**src/rtl/alu_arbiter.sv**
```systemverilog
// Round-robin arbiter sharing one combinational 32-bit ALU between two requesters.
// Optional grant statistics outputs are enabled by defining ALU_ARB_STATS_EN.
module alu_arbiter #(
  parameter int MUL_CYCLES = 2
) (
  input  logic        Clk,
  input  logic        Reset,
  input  logic        ReqValid0,
  input  logic        ReqValid1,
  output logic        ReqReady0,
  output logic        ReqReady1,
  input  logic [3:0]  ReqOp0,
  input  logic [3:0]  ReqOp1,
  input  logic [31:0] ReqA0,
  input  logic [31:0] ReqA1,
  input  logic [31:0] ReqB0,
  input  logic [31:0] ReqB1,
  input  logic [4:0]  ReqShamt0,
  input  logic [4:0]  ReqShamt1,
  output logic        RespValid0,
  output logic        RespValid1,
  input  logic        RespReady0,
  input  logic        RespReady1,
  output logic [31:0] RespResult,
  output logic        RespZero,
  output logic [3:0]  AluControl,
  output logic [31:0] AluA,
  output logic [31:0] AluB,
  output logic [4:0]  AluShamt,
  input  logic [31:0] AluResult,
  input  logic        AluZero,
`ifdef ALU_ARB_STATS_EN
  output logic [15:0] GrantCount0,
  output logic [15:0] GrantCount1,
`endif
  output logic [1:0]  dbg_state
);

  localparam logic [1:0] IDLE = 2'd0;
  localparam logic [1:0] EXEC = 2'd1;
  localparam logic [1:0] RESP = 2'd2;

  localparam int         DEFAULT_CYCLES = 1;
  localparam logic [3:0] MUL_LOAD       = 4'(MUL_CYCLES - 1);
  localparam logic [3:0] DEF_LOAD       = 4'(DEFAULT_CYCLES - 1);
  localparam logic [3:0] OP_MUL         = 4'd8;
  localparam logic [3:0] OP_BAD         = 4'd15;

  logic [1:0]  state;
  logic        prio;
  logic        owner;
  logic [3:0]  cnt;
  logic        grant0;
  logic        grant1;
  logic        owner_ready;
  logic [3:0]  sel_op;
  logic [31:0] sel_a;
  logic [31:0] sel_b;
  logic [4:0]  sel_shamt;

  // Handshakes: a request transfers on a clock edge where ReqValidN and ReqReadyN
  // are both high; a response retires on an edge where RespValidN and RespReadyN
  // are both high. Valid must not depend on ready; ready is only offered in IDLE.
  always_comb begin
    grant0 = 1'b0;
    grant1 = 1'b0;
    if (state == IDLE) begin
      if (ReqValid0 && ReqValid1) begin
        grant0 = !prio;
        grant1 = prio;
      end else begin
        grant0 = ReqValid0;
        grant1 = ReqValid1;
      end
    end
  end

  always_comb begin
    sel_op    = grant1 ? ReqOp1    : ReqOp0;
    sel_a     = grant1 ? ReqA1     : ReqA0;
    sel_b     = grant1 ? ReqB1     : ReqB0;
    sel_shamt = grant1 ? ReqShamt1 : ReqShamt0;
  end

  assign ReqReady0   = grant0;
  assign ReqReady1   = grant1;
  assign RespValid0  = (state == RESP) && !owner;
  assign RespValid1  = (state == RESP) && owner;
  assign owner_ready = owner ? RespReady1 : RespReady0;
  assign dbg_state   = state;

  // The ALU drive registers double as the latched request, so the ALU inputs
  // only change on an accept edge.
  always_ff @(posedge Clk or posedge Reset) begin
    if (Reset) begin
      state      <= IDLE;
      prio       <= 1'b0;
      owner      <= 1'b0;
      cnt        <= 4'd0;
      RespResult <= 32'd0;
      RespZero   <= 1'b0;
      AluControl <= 4'd0;
      AluA       <= 32'd0;
      AluB       <= 32'd0;
      AluShamt   <= 5'd0;
    end else begin
      case (state)
        IDLE: begin
          if (grant0 || grant1) begin
            AluControl <= sel_op;
            AluA       <= sel_a;
            AluB       <= sel_b;
            AluShamt   <= sel_shamt;
            owner      <= grant1;
            cnt        <= (sel_op == OP_MUL) ? MUL_LOAD : DEF_LOAD;
            state      <= EXEC;
          end
        end
        EXEC: begin
          if (cnt != 4'd0) begin
            cnt <= cnt - 4'd1;
          end else begin
            if (AluControl == OP_BAD) begin
              RespResult <= 32'd0;
              RespZero   <= 1'b1;
            end else begin
              RespResult <= AluResult;
              RespZero   <= AluZero;
            end
            state <= RESP;
          end
        end
        RESP: begin
          if (owner_ready) begin
            prio  <= !owner;
            state <= IDLE;
          end
        end
        default: state <= IDLE;
      endcase
    end
  end

`ifdef ALU_ARB_STATS_EN
  always_ff @(posedge Clk or posedge Reset) begin
    if (Reset) begin
      GrantCount0 <= 16'd0;
      GrantCount1 <= 16'd0;
    end else begin
      if (grant0 && (GrantCount0 != 16'hFFFF)) GrantCount0 <= GrantCount0 + 16'd1;
      if (grant1 && (GrantCount1 != 16'hFFFF)) GrantCount1 <= GrantCount1 + 16'd1;
    end
  end
`endif

endmodule

```
**config.mk**
```make
export PLATFORM = sky130hd
export DESIGN_NAME = alu_arbiter
export DESIGN_NICKNAME = d
export VERILOG_FILES = /design/src/rtl/alu_arbiter.sv
export SDC_FILE = /design/constraint.sdc
export NUM_CORES = 1
export LEC_CHECK = 0
export CAP_MARGIN = 20
export CORE_AREA = 2 2 125 127
export DETAILED_ROUTE_END_ITERATION = 7
export DIE_AREA = 0 0 127 129
export PLACE_DENSITY = 0.81
export SKIP_CTS_REPAIR_TIMING = 1
export SLEW_MARGIN = 20
export SYNTH_ARGS = -nofsm -noshare
export SYNTH_HDL_FRONTEND = slang
export SYNTH_SLANG_ARGS = --single-unit
```
**constraint.sdc**
```tcl
create_clock -name Clk -period 4.05 [get_ports Clk]
set_input_delay 0.81 -clock Clk [delete_from_list [all_inputs] [get_ports Clk]]
set_output_delay 0.81 -clock Clk [all_outputs]
set_load 0.02 [all_outputs]
```
; ---- Word level (Yosys, flattened, before mapping)
; Cells that the tools add are included.
[word_totals]
ff_bits = 114
input_bits = 185
wordCells = 53
[op_classes]
add_sub_neg = 1
n_eq_ne = 8
muxes = 19
n_bitwise = 1
reduce_logical = 14
[op_table]
columns = cell, count
row1 = 32-bit 2-to-1 mux, 3
row2 = 4-bit 2-to-1 mux, 3
row3 = 4-bit == test (second input constant), 2
row4 = 4-bit one-hot mux with 2 select lines, 1
row5 = 1-bit 2-to-1 mux, 7
row6 = 2-bit 2-to-1 mux, 3
row7 = 2-bit != test (second input constant), 3
row8 = 2-bit one-hot mux with 3 select lines, 1
row9 = 2-bit AND reduction, 3
row10 = 3-bit AND reduction, 2
row11 = 5-bit 2-to-1 mux, 1
row12 = 4-bit nonzero test, 1
row13 = 4-bit by 1-bit subtractor with 4-bit output (second input constant), 1
row14 = 1-bit logical AND, 3
row15 = 2-bit by 1-bit == test with 1-bit output (second input constant), 1
row16 = 2-bit == test (second input constant), 1
row17 = 1-bit logical NOT, 2
row18 = 2-bit logical NOT, 1
row19 = 2-bit by 1-bit != test with 1-bit output (second input constant), 1
row20 = 2-bit nonzero test, 1
row21 = 1-bit logical OR, 1
row22 = 1-bit NOT, 1

; ---- Longest topological paths before layout
; Gate-level depths: netlist (run 1).
[logic_depth]
ltp_word = 8
ltp_mapped = 8
ltp_nobuf = 6

; ---- Least setup slack after synthesis (run 1)
; OpenSTA, ideal clock, no wires.
[synth_timing]
path_type = input port to output port
start = in ReqValid0
end = out ReqReady1
arrival_ns = 1.453
required_time_ns = 3.240
setup_slack_ns = 1.787
path_stages = 5
n_path_buf = 2
cell_sequence = nand2b_1 nand3_2 buf_8 buf_6 inv_1
[synth_via]
elab_chain_cells = 3
[synth_rtl]
columns = element, line_no
row1 = from (decl), 8  ; input logic ReqValid0,
row2 = 1-bit logical AND, 68  ; if (ReqValid0 && ReqValid1) begin
row3 = 1-bit 2-to-1 mux, 68
row4 = 1-bit 2-to-1 mux, 67  ; if (state == IDLE) begin
row5 = to (decl), 11  ; output logic ReqReady1,
; No other way between the ends.

; ---- Final worst setup path (run 1)
; Same ends and word-level chain as after synthesis.

==> metrics, run 1 <==
status=completed; Slew HR=0.4808; Final GP Congestion=0.7261; Worst-Margin Slew=778.8 ps; area of the mapped netlist=5181 sq um; Max VDD drop=390.2 uV; final core utilization=0.5920; min Tclk post-route=3011 ps; DP Wirelength=10,870 microns; Initial Utilization=0.3459; register area=2853 sq um; post-synthesis simple-gate area fraction=0.1326; P per Cell Area=778.6 nW/um^2; Clk Tree Root Cell=clkbuf_16; Min-Delay Path Class=flip-flop to flip-flop; detail-routed via count per cell=4.514; Max-Cap Viols=0; largest family of logic cells by synthesized area=multiplexers; Non-Filler Instances=997; Synth Instances=510; Synth Register Bits=114; most common cell after layout, fill and taps aside=clkdlybuf4s50_1; Starting DRT DRC Count=201; ratio of cells with drive above 1 in the final layout=0.05315; WS Path Type=input pin to output pin; Multi-input gate area=2092 sq um; DP Cell Count=965; Setup Skew=8.770 ps; power consumption=6.903 mW; most frequent cells in the layout=296 x clkdlybuf4s50_1, 146 x nand2_1, 114 x dfrtp_1, 107 x o21ai_1, 74 x mux2i_1; PortBufs=296; # DRC=0; Chip Height=129 microns; htree depth=4; startpoint types=input pin; Async SR Flop Fraction=1.000; Floorplan Core Area=14,980 sq um; Final setup viols=0; FP Rows=45; CTS Sinks=114; Detail Route Antenna Nets=0; CTS buffer count=17; leak pwr=4.191 nW; CTS tree=done; Yosys Warn Count=0; # IOs=297; grt ovf=0; Final Cycle Share=0.7435; die area=16,380 sq um; Final Max Tran Viols=0; mux contribution to synthesized area=0.1495; xor and xnor area share after synthesis=0.001690; Clock transition at path regs=50 ps; number of global-route vias before repair=4,471; Area after DPL=8230 sq um; routed vias=4,500; ANT cells=0; Horiz. Die Dim=127 microns; pin count of the biggest net entering global routing=111; hold_ws=479.0 ps; setup TNS=0 ps; crit path DAT=2200 ps; layout net count=983; Compound-Gate Fraction of Synth Area=0.1108; Post-Synth Adder-Cell Area=0.004830; antenna violations before repair=0; critical-path maximum fanout=3; DRT Wirelength=14,600 microns; WL/cell=14.65 microns; Post-synth EDFFs=0; clock buffer depth=2; syn_area_per_cell=10.16 sq um; Synth cell types=31; crit end category=output pin; Area growth, synth to finish=71.12%; RSZ-0062 raised after global routing=false; first-pass GRT wire length=22,650 microns; Initial DRT Pass Iterations=4; clk_lat worst skew=410 ps; fill cell count=1,286; fin area=8866 sq um; DP Worst Slack=1040 ps; register area share after synthesis=0.5506; Final WS setup=1039 ps; Worst Path Required=3240 ps; GRT Util Overall=0.1786; top_reg_cell synth=dfrtp_1; Hold Violations, Final=0; Max Clk Rate=0.3321 GHz; Mapped Nets=697
## cell type report
class,count,area share
flip-flops and latches,114,0.3218
inverters,4,0.001976
repair buffers,301,0.3426
well taps,188,0.02653
clock buffers,23,0.05391
clock inverters,9,0.01722
multi-input cells,358,0.2360
## per-layer routing
| metal | part of all wire | routed length [microns] | vias up | global-route usage |
|---|---|---|---|---|
| met5 | 0 | 0 | - | 0 |
| met4 | 0.023 | 342 | 0 | 0.07692 |
| met3 | 0.092 | 1344 | 28 | 0.07277 |
| met2 | 0.48 | 6982 | 199 | 0.2900 |
| met1 | 0.41 | 5935 | 1979 | 0.2105 |
| li1 | - | - | 2294 | - |
## registers in the layout (all words and copies together) (netlist names), 2 cells and up
signal      flops
AluA           32
cnt             4
AluControl      4
dbg_state       2
AluB           32
RespResult     32
AluShamt        5
## logic make-up (layout without fill, tap and decap cells)
logic type | Yosys count | in the layout
AO/OA/AOI/OAI | 112 | 112
XOR/XNOR | 1 | 1
buffers and inverters | 38 | 337
AND/OR/NAND/NOR | 166 | 166
adder cells (fa/ha/maj) | 2 | 2
multiplexers | 77 | 77
flip-flops | 114 | 114
## synthesized netlist by cell type, types with 2 or more instances
library cell	n	area, sq um
nand2_1	146	548.0
dfrtp_1	114	2853
o21ai_1	107	535.5
mux2i_1	74	740.7
clkbuf_1	11	41.29
buf_2	9	45.04
buf_4	5	37.54
buf_8	5	75.07
buf_6	4	45.04
inv_1	4	15.01
nand2b_1	3	18.77
nor2_1	3	11.26
and2_1	2	12.51
ha_1	2	25.02
mux2_1	2	22.52
nor2b_1	2	12.51
nor4b_1	2	17.52
o21ai_2	2	17.52
## critical path: stages
cell             delay (ps)
clkdlybuf4s50_1         470
nand2b_1                150
nand3_4                 100
inv_1                    70
clkdlybuf4s50_1         600
## final timing paths
path                                from       endpoint  slack [ps]  cells after the start
max                            ReqValid0      ReqReady1        1040                      5
min                        RespResult[5]  RespResult[5]         480                      2
max reg2reg                         prio         cnt[0]        2160                      5
min reg2reg                RespResult[5]  RespResult[5]         480                      2
max in group asynchronous          Reset       AluA[11]        2400                      3
min in group asynchronous          Reset        AluB[3]         910                      2
## report_power, final
part,leakage (nW),internal (mW),switching (mW),total (mW)
clock network,0.299,1.08,0.509,1.58
registers,1.40,1.70,0.306,2.00
logic,2.49,1.56,1.75,3.31
(Power assumes the default switching activity.)
==> inputs of run 2 (changes only) <==
--- a/config.mk
+++ b/config.mk
@@ -6,10 +6,10 @@
 export NUM_CORES = 1
 export LEC_CHECK = 0
 export CAP_MARGIN = 20
-export CORE_AREA = 2 2 125 127
+export CORE_AREA = 2 2 119 121
 export DETAILED_ROUTE_END_ITERATION = 7
-export DIE_AREA = 0 0 127 129
-export PLACE_DENSITY = 0.81
+export DIE_AREA = 0 0 121 123
+export PLACE_DENSITY = 0.84
 export SKIP_CTS_REPAIR_TIMING = 1
 export SLEW_MARGIN = 20
 export SYNTH_ARGS = -nofsm -noshare
==> constraint.sdc (replaced) <==
create_clock -name Clk -period 2.85 [get_ports Clk]
set_input_delay 0.57 -clock Clk [delete_from_list [all_inputs] [get_ports Clk]]
set_output_delay 0.57 -clock Clk [all_outputs]
set_load 0.02 [all_outputs]
==> metrics, run 2 (synthesized netlist as in run 1, its figures left out) <==
status=completed; Starting DRT DRC Count=258 (+28%); PortBufs=296 (unchanged); DP Worst Slack=305.2 ps (-735.1 ps); most frequent cells in the layout=296 x clkdlybuf4s50_1, 146 x nand2_1, 114 x dfrtp_1, 107 x o21ai_1, 74 x mux2i_1; detail-routed via count per cell=4.690 (+3.9%); crit path DAT=1980 ps (-220 ps); crit end category=output pin; clk_lat worst skew=400 ps (about the same); Final GP Congestion=0.7499 (+3.3%); Final Max Tran Viols=0 (unchanged); min Tclk post-route=2548 ps; setup TNS=0 ps (unchanged); # DRC=0 (unchanged); FF-to-FF Start=prio; DP Wirelength=11,320 microns (+4.1%); leak pwr=4.223 nW (+0.75%); Min-Delay Path Class=flip-flop to flip-flop; Setup Skew=5.629 ps (-3.141 ps); Hold Violations, Final=0 (unchanged); RSZ-0062 raised after global routing=false; Area growth, synth to finish=71.91%; register area=2853 sq um (unchanged); Worst Path Required=2280 ps (-960 ps); hold_ws=481.7 ps (+2.735 ps); critical-path maximum fanout=3 (unchanged); Area after DPL=8264 sq um (+0.41%); grt ovf=0 (unchanged); DRT Wirelength=15,460 microns (+5.9%); Chip Height=123 microns (-4.7%); ANT cells=0 (unchanged); P per Cell Area=1116 nW/um^2 (+43%); number of global-route vias before repair=4,710 (+5.3%); R2R Path End=AluA[1]; Initial DRT Pass Iterations=4 (unchanged); final core utilization=0.6544 (+0.06240); WS Path Type=input pin to output pin; die area=14,880 sq um (-9.2%); hold path endpoint=AluA[4]; Clock transition at path regs=50 ps (about the same); CTS Sinks=114 (unchanged); Detail Route Antenna Nets=0 (unchanged); DP Cell Count=961 (-0.41%); Floorplan Core Area=13,610 sq um (-9.1%); CTS buffer count=17 (unchanged); GRT Util Overall=0.2113 (+0.03265); Top Registers=AluA (32), AluB (32), RespResult (32); Max Clk Rate=0.3925 GHz; ratio of cells with drive above 1 in the final layout=0.05904 (+0.005889); Final Cycle Share=0.8939; reg2reg setup slack=940 ps (-1220 ps); hold depth=2 (unchanged); Clk Tree Root Cell=clkbuf_16; htree depth=4 (unchanged); first-pass GRT wire length=23,910 microns (+5.5%); fin area=8907 sq um (+0.47%); fill cell count=1,075 (-16%); Max-Cap Viols=0 (unchanged); min-delay src=AluA[4]; layout net count=987 (+0.41%); WL/cell=15.57 microns (+6.3%); Final WS setup=302.3 ps (-736.4 ps); most common cell after layout, fill and taps aside=clkdlybuf4s50_1; Initial Utilization=0.3806 (+0.03469); clock buffer depth=2 (unchanged); Max VDD drop=506.8 uV (+30%); power consumption=9.940 mW (+44%); Worst-Margin Slew=646.1 ps (-132.7 ps); Final setup viols=0 (unchanged); routed vias=4,657 (+3.5%); Slew HR=0.5693 (+0.08849); startpoint types=input pin; Multi-input gate area=2087 sq um (-0.24%); Horiz. Die Dim=121 microns (-4.7%); FP Rows=43 (-4.4%); CTS tree=done; Non-Filler Instances=993 (-0.40%); R2R cell count=6 (+1); # IOs=297 (unchanged); pin count of the biggest net entering global routing=118 (+6.3%); antenna violations before repair=0 (unchanged)
run 2: final cells by class:
class / count / area share
clock inverter: 11 / 0.02051
clock buffer: 21 / 0.05169
multi-input combinational: 358 / 0.2343
timing repair buffer: 305 / 0.3458
tap: 180 / 0.02528
inverter: 4 / 0.002107
sequential: 114 / 0.3203
run 2: worst max path at each step:
| stage | end | start | slack (ps) | cells past startpoint |
|---|---|---|---|---|
| 3_3_place_gp | ReqReady1 | ReqValid0 | 350 | 5 |
| 6_report | ReqReady1 | ReqValid0 | 300 | 5 |
| 4_1_cts | ReqReady1 | ReqValid0 | 300 | 5 |
| 2_1_floorplan | AluA[0] | Reset | 890 | 1 |
| 3_5_place_dp | ReqReady1 | ReqValid0 | 310 | 5 |
| 5_1_grt | ReqReady1 | ReqValid0 | 260 | 5 |
run 2: critical path, stage by stage:
cell and delay, ps:
clkdlybuf4s50_1 480, nand2b_1 160, nand3_4 100, inv_1 70, clkdlybuf4s50_1 590
run 2: power by group:
| group | switching (mW) | total (mW) | internal [mW] |
|---|---|---|---|
| clock network | 0.717 | 2.31 | 1.59 |
| logic | 2.52 | 4.77 | 2.24 |
| registers | 0.454 | 2.87 | 2.41 |
run 2: routing by layer:
| layer | GRT usage | vias up | part of all wire |
|---|---|---|---|
| met2 | 0.3522 | 192 | 0.50 |
| met3 | 0.07565 | 22 | 0.085 |
| li1 | - | 2312 | - |
| met4 | 0.09084 | 0 | 0.022 |
| met5 | 0 | - | 0 |
| met1 | 0.2468 | 2131 | 0.39 |
==> inputs of run 3 (changes only) <==
--- a/config.mk
+++ b/config.mk
@@ -9,6 +9,7 @@
 export CORE_AREA = 2 2 119 121
 export DETAILED_ROUTE_END_ITERATION = 7
 export DIE_AREA = 0 0 121 123
+export GPL_ROUTABILITY_DRIVEN = 1
 export PLACE_DENSITY = 0.84
 export SKIP_CTS_REPAIR_TIMING = 1
 export SLEW_MARGIN = 20
==> results of run 3 <==
Same layout as run 2: the final DEF is identical, and so are final timing and power.
==> edit 1: new RTL, config.mk and constraints of run 3 <==
Register the output `dbg_state` once more, without a reset; this adds one clock of latency there. The other outputs are not delayed to match.
--- a/src/rtl/alu_arbiter.sv
+++ b/src/rtl/alu_arbiter.sv
@@ -87,7 +87,9 @@
   assign RespValid0  = (state == RESP) && !owner;
   assign RespValid1  = (state == RESP) && owner;
   assign owner_ready = owner ? RespReady1 : RespReady0;
-  assign dbg_state   = state;
+  always_ff @(posedge Clk) begin
+    dbg_state <= state;
+  end
 
   // The ALU drive registers double as the latched request, so the ALU inputs
   // only change on an accept edge.
Formal check against the unedited RTL: not equivalent (a bounded check fails within 4 cycles, from zero or initial values and one cycle with Reset high).
==> edit 1 against run 3 <==
Synthesized area decreased by 0.36%. Worst setup slack got worse by 0.036 ns. Final area increased by 0.39%. Sequential cell count increased by 2. Fmax decreased by 1.4%. Total power decreased by 0.25%. Wire length decreased by 3.1%. Largest cell class unchanged. Largest power group unchanged.
==> edit 1: results (changes against run 3) <==
FF-to-FF path depth: 7 (+1)
post-synthesis sequential area ratio: 56.03% (+0.98 points)
r2r setup slk: 0.85 ns (-0.09 ns)
share of synthesized registers carrying an async set or reset: 98.28% (-1.7 points)
routing usage on met3: 7.887% (+0.32 points)
clk sinks: 116 (+1.8%)
Max-slew headroom: 53.15% (-3.8 points)
Clock Skews: 0.007736 ns (+0.002107 ns)
synth-to-layout area growth: 73.22%
fin nets: 988 (+0.10%)
outcome: finished clean
vias per cell: 4.665 (-0.53%)
worst reg2reg endpoint: RespResult[12]
worst vdd ir: 0.5782 mV (+14%)
Distinct cells, synth: 26 (-16%)
Final Cycle Share: 90.64% (+1.2 points)
crit path DAT: 2.01 ns (+0.03 ns)
placed insts: 962 (+0.10%)
met1 GRT Util: 23.77% (-0.91 points)
routed wl met2: 7537 um (-2.9%)
Vias: 4637 (-0.43%)
largest net degree at the start of global routing: 115 (-2.5%)
met3 routed WL: 1280 um (-2.1%)
M2 GR Usage: 34.09% (-1.1 points)
met1 WL: 5846 um (-3.3%)
#MultiIn Comb: 355 (-0.84%)
Post-DP Area: 8278 um2 (+0.17%)
count of non-CTS buffers in the layout: 306 (+0.33%)
final hold slack: 0.4382 ns (-0.04356 ns)
Hold Path Origin: state[0]
hold path cells: 0 (-2)
number of non-clock inverters in the layout: 5 (+1)
total global-route track usage: 20.49% (-0.64 points)
first-pass GRT wire length: 23450 um (-1.9%)
Synth area leaders: dfrtp_1 (55%), mux2i_1 (15%), nand2_1 (11%)
vias in the first global route: 4703 (-0.15%)
worst slack, placed: 0.2599 ns (-0.04536 ns)
sequential share of cell area: 32.35% (+0.32 points)
Data buffer area share: 34.39% (-0.19 points)
clock-cell share of area: 7.430% (+0.21 points)
Hold Path End: dbg_state[0]
==> edit 1: cell count changes in the layout (fill, tap and decap cells not counted), moves of 2 or more <==
cell / change
clkbuf_8: +5
and2_1: -2
buf_4: +2
clkbuf_1: -2
clkinv_2: -2
dfxtp_1: +2
==> edit 1: power by group <==
group / internal, mW / leakage, nW / switching (mW)
combinational: 2.20 / 2.54 / 2.45
sequential: 2.46 / 1.42 / 0.450
clock: 1.62 / 0.328 / 0.731
total: 6.28 / 4.29 / 3.64
==> edit 1: logic make-up (layout without fill, tap and decap cells) <==
group / after synthesis / in the layout / share of synthesized area [%]
AOI/OAI and AO/OA: 111 / 111 / 11.10
adders and majority gates: 2 / 2 / 0.4847
buffers and inverters: 39 / 343 / 4.363
DFF: 116 / 116 / 56.04
muxes: 78 / 78 / 15.20
and+or+nand+nor: 164 / 164 / 12.82
==> edit 1: critical path, cell delays in order <==
cell             delay (ns)
clkdlybuf4s50_1        0.59
nand3_4                0.16
inv_1                  0.09
clkdlybuf4s50_1        0.60
==> edit 2: new RTL, config.mk and constraints of run 3 <==
Without the edit above. Add a define of `ALU_ARB_STATS_EN`.
--- a/src/rtl/alu_arbiter.sv
+++ b/src/rtl/alu_arbiter.sv
@@ -1,5 +1,7 @@
 // Round-robin arbiter sharing one combinational 32-bit ALU between two requesters.
 // Optional grant statistics outputs are enabled by defining ALU_ARB_STATS_EN.
+`define ALU_ARB_STATS_EN
+
 module alu_arbiter #(
   parameter int MUL_CYCLES = 2
 ) (
Function (old outputs only; new: GrantCount0 and GrantCount1): kept (equiv_simple and equiv_induct, registers matched by name and starting in step).
==> edit 2 against run 3 <==
First-iteration DRC count increased by 72%. Synthesized area rose by 31%. Global-route usage is 9.3 points higher. Total power increased by 13%. Worst setup slack worse by 0.097 ns. Sequential cell count grew 32. Register-to-register slack worse by 0.17 ns. Wire length is 45% higher. Final area grew 23%. Critical path depth down 1. Critical path type is now flip-flop to primary output.
==> edit 2: results (changes against run 3) <==
routing usage on met3: 11.30% (+3.7 points)
outcome: finished clean
met1 GRT Util: 34.64% (+10 points)
worst slack, placed: 0.07951 ns (-0.2257 ns)
Clock Skews: 0.007757 ns (+0.002128 ns)
#MultiIn Comb: 473 (+32%)
Hold Path Origin: AluA[13]
Vias: 6143 (+32%)
initial DRC count: 445 (+72%)
slowest stage delay, CP: 0.62 ns (+0.03 ns)
seq pwr: 3.56 mW (+24%)
largest net degree at the start of global routing: 86 (-27%)
Pint: 6.830 mW (+9.3%)
clock-cell share of area: 5.526% (-1.7 points)
count of non-CTS buffers in the layout: 342 (+12%)
M2 GR Usage: 51.09% (+16 points)
vias per cell: 5.202 (+11%)
area of the multi-input gates: 2933 um2 (+41%)
Synth top area share: 53.92% (-1.1 points)
Leakage Power: 5.147 nW (+22%)
crit path DAT: 2.07 ns (+0.09 ns)
placed insts: 1149 (+20%)
IO buf count: 328 (+11%)
worst-margin pin slew: 0.8344 ns (+0.1883 ns)
r2r setup slk: 0.77 ns (-0.17 ns)
Post-synth top cells: nand2_1 (154), dfrtp_1 (146), o21ai_1 (79)
## edit 2: cell types whose count changed after synthesis, moves of 5 or more
cell     change
dfrtp_1     +32
o21ai_0     +31
o21ai_1     -28
xor2_1      +24
nand3_1     +14
nand4_1     +10
nand2_1      +8
nor3_1       +7
nor2_1       +6
and4_1       +5
buf_1        +5
buf_8        -5
## edit 2: cells by family after synthesis
logic type | Yosys count | share of synthesized area, %
XOR/XNOR | 26 | 3.361
AO/OA/AOI/OAI | 125 | 9.825
buffers and inverters | 46 | 3.213
flip-flops | 146 | 53.92
adder cells (fa/ha/maj) | 4 | 0.7387
multiplexers | 81 | 12.04
AND/OR/NAND/NOR | 237 | 16.90
## edit 2: worst max-delay path, delay by kind of cell, from the launching register on
kind | cells | cell delay [ns]
buf+inv | 2 | 0.71
flops | 1 | 0.50
simple gates | 2 | 0.43
